## config.mk

```make
export PLATFORM = sky130hd
export DESIGN_NAME = letc_core_axi_fsm
export DESIGN_NICKNAME = d
export VERILOG_FILES = /design/src/rtl/letc_core_axi_fsm.sv
export SDC_FILE = /design/constraint.sdc
export NUM_CORES = 1
export LEC_CHECK = 0
export CORE_MARGIN = 3
export CORE_UTILIZATION = 44
export CTS_CLUSTER_SIZE = 30
export DETAILED_ROUTE_END_ITERATION = 16
export PLACE_DENSITY_LB_ADDON = 0.12
export SYNTH_ARGS = -nofsm -noshare
export SYNTH_HDL_FRONTEND = slang
export SYNTH_SLANG_ARGS = --single-unit
```

## constraint.sdc

```tcl
create_clock -name i_clk -period 2.5 [get_ports i_clk]
set_input_delay 0.375 -clock i_clk [delete_from_list [all_inputs] [get_ports i_clk]]
set_output_delay 0.375 -clock i_clk [all_outputs]
set_load 0.02 [all_outputs]
```

## src/rtl/letc_core_axi_fsm.sv

```systemverilog
// LIMP responder: one LIMP request at a time becomes
// one single-beat AXI4 transaction on the core master port.
module letc_core_axi_fsm #(
  parameter int         PADDR_WIDTH = 32,
  parameter logic [3:0] AXI_ID      = 4'd0
) (
  input  logic                   i_clk,
  input  logic                   i_rst_n,
  input  logic                   i_limp_valid,
  output logic                   o_limp_ready,
  input  logic                   i_limp_wen_nren,
  input  logic [1:0]             i_limp_size,
  input  logic [PADDR_WIDTH-1:0] i_limp_addr,
  output logic [31:0]            o_limp_rdata,
  input  logic [31:0]            i_limp_wdata,
  output logic                   o_limp_err,
  output logic                   o_axi_awvalid,
  input  logic                   i_axi_awready,
  output logic [PADDR_WIDTH-1:0] o_axi_awaddr,
  output logic [2:0]             o_axi_awsize,
  output logic [7:0]             o_axi_awlen,
  output logic [1:0]             o_axi_awburst,
  output logic [3:0]             o_axi_awid,
  output logic                   o_axi_wvalid,
  input  logic                   i_axi_wready,
  output logic [31:0]            o_axi_wdata,
  output logic [3:0]             o_axi_wstrb,
  output logic                   o_axi_wlast,
  input  logic                   i_axi_bvalid,
  output logic                   o_axi_bready,
  input  logic [1:0]             i_axi_bresp,
  output logic                   o_axi_arvalid,
  input  logic                   i_axi_arready,
  output logic [PADDR_WIDTH-1:0] o_axi_araddr,
  output logic [2:0]             o_axi_arsize,
  output logic [7:0]             o_axi_arlen,
  output logic [1:0]             o_axi_arburst,
  output logic [3:0]             o_axi_arid,
  input  logic                   i_axi_rvalid,
  output logic                   o_axi_rready,
  input  logic [31:0]            i_axi_rdata,
  input  logic [1:0]             i_axi_rresp
);

  typedef enum logic [2:0] {
    IDLE,
    WRITE_ADDR_DATA,
    WRITE_RESP,
    READ_ADDR,
    READ_DATA,
    DONE
  } state_t;

  state_t state_q, state_d;

  logic [PADDR_WIDTH-1:0] addr_q;
  logic [1:0]  size_q;
  logic [31:0] wdata_q;
  logic [3:0]  wstrb_q;
  logic [31:0] rdata_q;
  logic        err_q;
  logic        aw_pend_q;
  logic        w_pend_q;

  logic        misaligned;
  logic [1:0]  lane;
  logic [3:0]  strb;
  logic [31:0] rd_shift;
  logic [31:0] rd_mask;
  logic        wr_done;

  assign lane = i_limp_addr[1:0];

  always_comb begin
    misaligned = 1'b0;
    strb       = 4'b1111;
    unique case (i_limp_size)
      2'd0: strb = 4'b0001 << lane;
      2'd1: begin
        misaligned = lane[0];
        strb       = 4'b0011 << lane;
      end
      2'd2: misaligned = |lane;
      default: misaligned = 1'b1;
    endcase
  end

  assign rd_shift = i_axi_rdata >> {addr_q[1:0], 3'b000};

  always_comb begin
    rd_mask = 32'hFFFF_FFFF;
    unique case (size_q)
      2'd0:    rd_mask = 32'h0000_00FF;
      2'd1:    rd_mask = 32'h0000_FFFF;
      default: rd_mask = 32'hFFFF_FFFF;
    endcase
  end

  // Both channels finished: already done, or handshaking now.
  assign wr_done = (~aw_pend_q | i_axi_awready) &
                   (~w_pend_q  | i_axi_wready);

  always_ff @(posedge i_clk or negedge i_rst_n) begin
    if (!i_rst_n) state_q <= IDLE;
    else          state_q <= state_d;
  end

  always_comb begin
    state_d = state_q;
    case (state_q)
      IDLE: if (i_limp_valid) begin
        if (misaligned)           state_d = DONE;
        else if (i_limp_wen_nren) state_d = WRITE_ADDR_DATA;
        else                      state_d = READ_ADDR;
      end
      WRITE_ADDR_DATA: if (wr_done)       state_d = WRITE_RESP;
      WRITE_RESP:      if (i_axi_bvalid)  state_d = DONE;
      READ_ADDR:       if (i_axi_arready) state_d = READ_DATA;
      READ_DATA:       if (i_axi_rvalid)  state_d = DONE;
      DONE:            state_d = IDLE;
      default:         state_d = IDLE;
    endcase
  end

  always_ff @(posedge i_clk or negedge i_rst_n) begin
    if (!i_rst_n) begin
      addr_q    <= '0;
      size_q    <= '0;
      wdata_q   <= '0;
      wstrb_q   <= '0;
      rdata_q   <= '0;
      err_q     <= 1'b0;
      aw_pend_q <= 1'b0;
      w_pend_q  <= 1'b0;
    end else begin
      case (state_q)
        IDLE: if (i_limp_valid) begin
          addr_q    <= i_limp_addr;
          size_q    <= i_limp_size;
          wdata_q   <= i_limp_wdata << {lane, 3'b000};
          wstrb_q   <= strb;
          rdata_q   <= '0;
          err_q     <= misaligned;
          aw_pend_q <= ~misaligned & i_limp_wen_nren;
          w_pend_q  <= ~misaligned & i_limp_wen_nren;
        end
        WRITE_ADDR_DATA: begin
          if (i_axi_awready) aw_pend_q <= 1'b0;
          if (i_axi_wready)  w_pend_q  <= 1'b0;
        end
        WRITE_RESP: if (i_axi_bvalid)
          err_q <= |i_axi_bresp;
        READ_DATA: if (i_axi_rvalid) begin
          rdata_q <= rd_shift & rd_mask;
          err_q   <= |i_axi_rresp;
        end
        default: ;
      endcase
    end
  end

  assign o_limp_ready  = (state_q == DONE);
  assign o_limp_rdata  = rdata_q;
  assign o_limp_err    = err_q;

  assign o_axi_awvalid = aw_pend_q;
  assign o_axi_awaddr  = addr_q;
  assign o_axi_awsize  = {1'b0, size_q};
  assign o_axi_awlen   = 8'd0;
  assign o_axi_awburst = 2'b01;
  assign o_axi_awid    = AXI_ID;

  assign o_axi_wvalid  = w_pend_q;
  assign o_axi_wdata   = wdata_q;
  assign o_axi_wstrb   = wstrb_q;
  assign o_axi_wlast   = 1'b1;

  assign o_axi_bready  = (state_q == WRITE_RESP);

  assign o_axi_arvalid = (state_q == READ_ADDR);
  assign o_axi_araddr  = addr_q;
  assign o_axi_arsize  = {1'b0, size_q};
  assign o_axi_arlen   = 8'd0;
  assign o_axi_arburst = 2'b01;
  assign o_axi_arid    = AXI_ID;

  assign o_axi_rready  = (state_q == READ_DATA);

endmodule

```

# After elaboration in Yosys (flattened, before gate mapping)
# Cells that the tools add are included.
dict set report classes {
  addsub 0
  mul 0
  n_div 0
  order_cmp 0
  eq_ne 15
  n_shift 4
  n_mux 23
  bitwise_logic 8
  reduce_logical 15
}
# operator count
set ops {}
lappend ops {{case mux 32 bit (2 select lines)} 2}
lappend ops {{two-way mux 32 bit} 2}
lappend ops {{bitwise AND 32 bit} 1}
lappend ops {{<< shifter 32 x 5 -> 32 bit} 1}
lappend ops {{right shift 32 x 5 -> 32 bit} 1}
lappend ops {{two-way mux 3 bit} 6}
lappend ops {{case mux 3 bit (5 select lines)} 1}
lappend ops {{inequality test 2 bit (second input constant)} 6}
lappend ops {{AND reduction 3 bit} 3}
lappend ops {{case mux 4 bit (2 select lines)} 1}
lappend ops {{== test 3 x 2 -> 1 bit (second input constant)} 2}
lappend ops {{== test 3 bit (second input constant)} 2}
lappend ops {{two-way mux 1 bit} 6}
lappend ops {{case mux 1 bit (3 select lines)} 2}
lappend ops {{OR reduction 2 bit} 3}
lappend ops {{AND reduction 5 bit} 1}
lappend ops {{== test 2 x 1 -> 1 bit (second input constant)} 2}
lappend ops {{logical NOT 2 bit} 2}
lappend ops {{case mux 1 bit (2 select lines)} 2}
lappend ops {{AND reduction 4 bit} 1}
lappend ops {{nonzero test 2 bit} 2}
lappend ops {{<< shifter 1 x 2 -> 4 bit (first input constant)} 1}
lappend ops {{<< shifter 2 x 2 -> 4 bit (first input constant)} 1}
lappend ops {{== test 3 x 1 -> 1 bit (second input constant)} 1}
lappend ops {{9 further kinds} 13}
dict set report word_totals {
  ff_bits 108
  latch_bits 0
  mem_bits_rw 0
  rom_bits 0
  input_bits 111
  output_inout_bits 174
  n_memories 0
}

# Depth between registers and ports, before layout
dict set report depth {
  ltp_word 6
  mapped_depth 7
  depth_no_buf 4
}

# Worst setup path after synthesis
# No wires, ideal clock.
dict set report synth_path {
  kind {register to register}
  from {register addr_q[1], in the netlist o_axi_araddr[1]}
  to {register rdata_q[7], in the netlist o_limp_rdata[7]}
  setup_ns 0.122
  arrival_time_ns 1.496
  required_time_ns 2.378
  setup_slack_ns 0.882
  stages_incl_launch_ff 6
  path_buffers 2
  path_cell_list {dfrtp_1 > buf_4 > buf_4 > mux2i_1 > nand2_1 > a32o_1}
}
dict set report synth_via {
  elab_chain_len 4
}
# item line
set synth_rtl {}
lappend synth_rtl {{start: declaration} 56} ;# logic [PADDR_WIDTH-1:0] addr_q;
lappend synth_rtl {{start signal: assignment} 138} ;# addr_q <= i_limp_addr;
lappend synth_rtl {{right shift 32 x 5 -> 32 bit} 88} ;# assign rd_shift = i_axi_rdata >> {addr_q[1:0], 3'b000};
lappend synth_rtl {{bitwise AND 32 bit} 154} ;# rdata_q <= rd_shift & rd_mask;
lappend synth_rtl {{two-way mux 32 bit} 153} ;# READ_DATA: if (i_axi_rvalid) begin
lappend synth_rtl {{case mux 32 bit (2 select lines)} 136} ;# case (state_q)
lappend synth_rtl {{end signal: assignment} 154}
lappend synth_rtl {{end: declaration} 60} ;# logic [31:0] rdata_q;
# No other way between the ends. The select of a mux whose other input is x is not followed.
# A chain may end at the register's enable or synchronous reset.

# Worst setup path in the final report
dict set report layout_path {
  from {register state_q[0]}
  to {output o_axi_rready}
}
dict set report layout_via {
  elab_chain_len 1
}
# item line
set layout_rtl {}
lappend layout_rtl {{start: declaration} 54} ;# state_t state_q, state_d;
lappend layout_rtl {{start signal: assignment} 105} ;# else state_q <= state_d;
lappend layout_rtl {{== test 3 bit} 187} ;# assign o_axi_rready = (state_q == READ_DATA);
lappend layout_rtl {{end: declaration} 40} ;# output logic o_axi_rready,
# No other way between the ends.

==> metrics.txt <==
run status=finished, final reports clean; # IOs=~290; Die Span X=119 um; first-pass GRT wire length=about 26000 um; Clock Tree Buf Depth=2; power per cell area=about 1200 nW/um^2; post-CTS setup buffers=0; critical path launch point type=flop; post-synth top area share=approximately 48%; layout cells sized above 1=~6.1%; critical path, cell by cell=nor2_4, nand2_1, inv_1, clkdlybuf4s50_1; Final Power=around 9.8 mW; Die H=around 120 um; drt total wl=~17000 um; Post-DP HPWL=approximately 13000 um; yosys warns=0; Comb pwr share=roughly 55%; Via density=roughly 5; Buf/Inv on CP=2; largest net degree at the start of global routing=77; clock root cell=clkbuf_16; Synth Cell Area=about 5600 um^2; fin crit share=91.2%; WL/cell=about 17 um; met2 usage=around 38%; Hold Fails Final Rpt=0; CTS tree=built; Hold Buf Count CTS=0; P&R area growth vs syn=46.2%; worst hold path type=in2async; Clk pwr share=between 10 and 15%; Clock transition at path regs=0.07 ns; Placement Setup Slack=0.465 ns; grt ovf=0; via count=4887; Initial DRC Count=between 300 and 400; Antenna diodes=0; crit-path max cell delay=roughly 0.6 ns; sequential power share=31.7%; CTS buffer count=9; clock sinks=roughly 110; switching share of power=between 40% and 50%; Die ar.=about 14000 um^2; met1 usage=between 30% and 40%; ys flop type=dfrtp_1; Area contributors post-synth=dfrtp_1 (48%), nand2_1 (11%), buf_4 (9.3%), mux2i_1 (5.7%), o21ai_0 (2.7%); Worst setup EP type=output pin; Routed Antenna Nets=0; Core Rows=40; clock latency on the worst-skew pair=between 0.3 and 0.4 ns; worst reg-to-reg path cell count=4; GRT Total Usage=about 23%; synth cell count leaders=nand2_1 (164), dfrtp_1 (108), buf_4 (69), mux2i_1 (32), o21ai_0 (30); vias in the first global route=4813; PortBufs=253; CP Class=reg2out; Starting Density=around 46%; Core Area=about 12000 um^2; sequential area share after synthesis=around half; setup TNS=0 ns; dpl cell area=7920 um^2; setup ws final=0.220 ns; drt first pass iters=4; CP Depth=4; highest clock rate=439 MHz; Worst EP required=~2.1 ns; crit path max-delay cell type=clkdlybuf4s50_1; M3 GR Usage=roughly 4.8%; clock skew=slightly below 0.006 ns; gpl congestion=approximately 0.85; Worst Hold Slack=0.0331 ns; RSZ-0062 raised after global routing=false; Post-synth ARST share=100%; # resized after CTS=0; Slew headroom=a little under three fifths; Post-synth EDFFs=0; maximum VDD drop=0.000551 V; initial antenna violation count=0; Top Family by Delay on Critical Path=buffers and inverters; Final Setup Violations=0; critical path arrival=between 1.5 and 2 ns; switching pwr=between 4 and 5 mW; Leak=approximately 3.7 nW; CTS HTree Levels=3; count leader, synth=nand2_1; pins over their slew limit=0; maxcap violations=0; Cell Int Power=~5.7 mW; fin crit period=approximately 2.3 ns; Top Usage Layer GRT=met2; cell taking the most area after synthesis=dfrtp_1; Netlist cell types=40; # DRC=0; mean post-synth cell area=9.41 um^2; Worst-Margin Slew=about 0.64 ns; Yosys reg bits=roughly 110; Layout Nets=just over 900; CP max FO=11; cells after synthesis=~600; fin area=approximately 8200 um^2
==> cells in the final DEF, fill, tap and decap left out, types with 2 or more instances in the layout <==
cell,n
clkdlybuf4s50_1,252
nand2_1,164
dfrtp_1,108
mux2i_1,32
conb_1,31
o21ai_0,30
nor2b_1,22
a21oi_1,19
nor2_1,16
a22o_1,16
buf_4,14
mux2_2,11
nand3_1,11
o31ai_1,10
clkbuf_16,9
a211o_1,8
a32o_1,8
a211oi_1,8
a31oi_1,4
clkinv_2,4
inv_1,3
nand2b_1,3
buf_12,3
nor2_4,2
==> state kept, by name, summed over array words and instances (netlist names) <==
| name | flops |
|---|---|
| o_axi_awvalid | 1 |
| o_axi_araddr | 32 |
| o_limp_rdata | 32 |
| state_q | 3 |
| o_axi_wdata | 32 |
| o_axi_wvalid | 1 |
| size_q | 2 |
| o_axi_wstrb | 4 |
| o_limp_err | 1 |
==> cells by family (layout without fill, tap and decap cells) <==
group                  Yosys count  after routing  share of synthesized area (%)
other                            2             31                          0.134
DFF                            108            108                           48.3
muxes                           43             43                           7.93
AOI/OAI and AO/OA              111            111                           13.5
and+or+nand+nor                226            226                           17.6
buffers and inverters          105            288                           12.5
==> power groups by stage <==
stage	registers, mW	clock network [mW]	logic [mW]
floorplan	3.81	0	2.43
global placement	3.12	0	5.35
detailed placement	3.14	0	5.43
CTS	3.12	1.35	5.45
global route	3.22	1.42	5.76
finish	3.11	1.32	5.40
==> metrics by stage <==
step / utilization, % / cells
5_1_grt: 67.0 / 975
3_3_place_gp: 64.8 / 959
4_1_cts: 67.0 / 975
3_5_place_dp: 64.8 / 959
2_1_floorplan: - / 624
6_report: 67.0 / 975
==> routing by layer <==
layer / vias to the layer above / wire length (um)
met2: 205 / 8170
li1: 2327 / -
met4: 0 / 293
met5: - / 0
met1: 2336 / 6870
met3: 19 / 1160
==> worst paths after layout <==
kind | endpoint | slack (ns) | start
max | o_axi_rready | 0.22 | state_q[0]$_DFFE_PN0P_
min | o_limp_rdata[23]$_DFFE_PN0P_ | 0.03 | i_rst_n
max reg2reg | o_limp_rdata[8]$_DFFE_PN0P_ | 0.71 | o_axi_araddr[0]$_DFFE_PN0P_
min reg2reg | o_axi_wdata[1]$_DFFE_PN0P_ | 0.47 | o_axi_wdata[1]$_DFFE_PN0P_
max in group asynchronous | o_limp_rdata[0]$_DFFE_PN0P_ | 1.82 | i_rst_n
min in group i_clk | o_axi_wdata[1]$_DFFE_PN0P_ | 0.47 | o_axi_wdata[1]$_DFFE_PN0P_
==> area by class of cell <==
cell class | instances | area, um^2
inverter | 3 | 11.3
tap | 168 | 210
clock buffer | 11 | 243
clock inverter | 5 | 27.5
sequential | 108 | 2700
timing repair buffer | 269 | 2690
fill | 1003 | 4030
multi-input combinational | 411 | 2300
No activity file was read; power rests on OpenSTA's default activity.
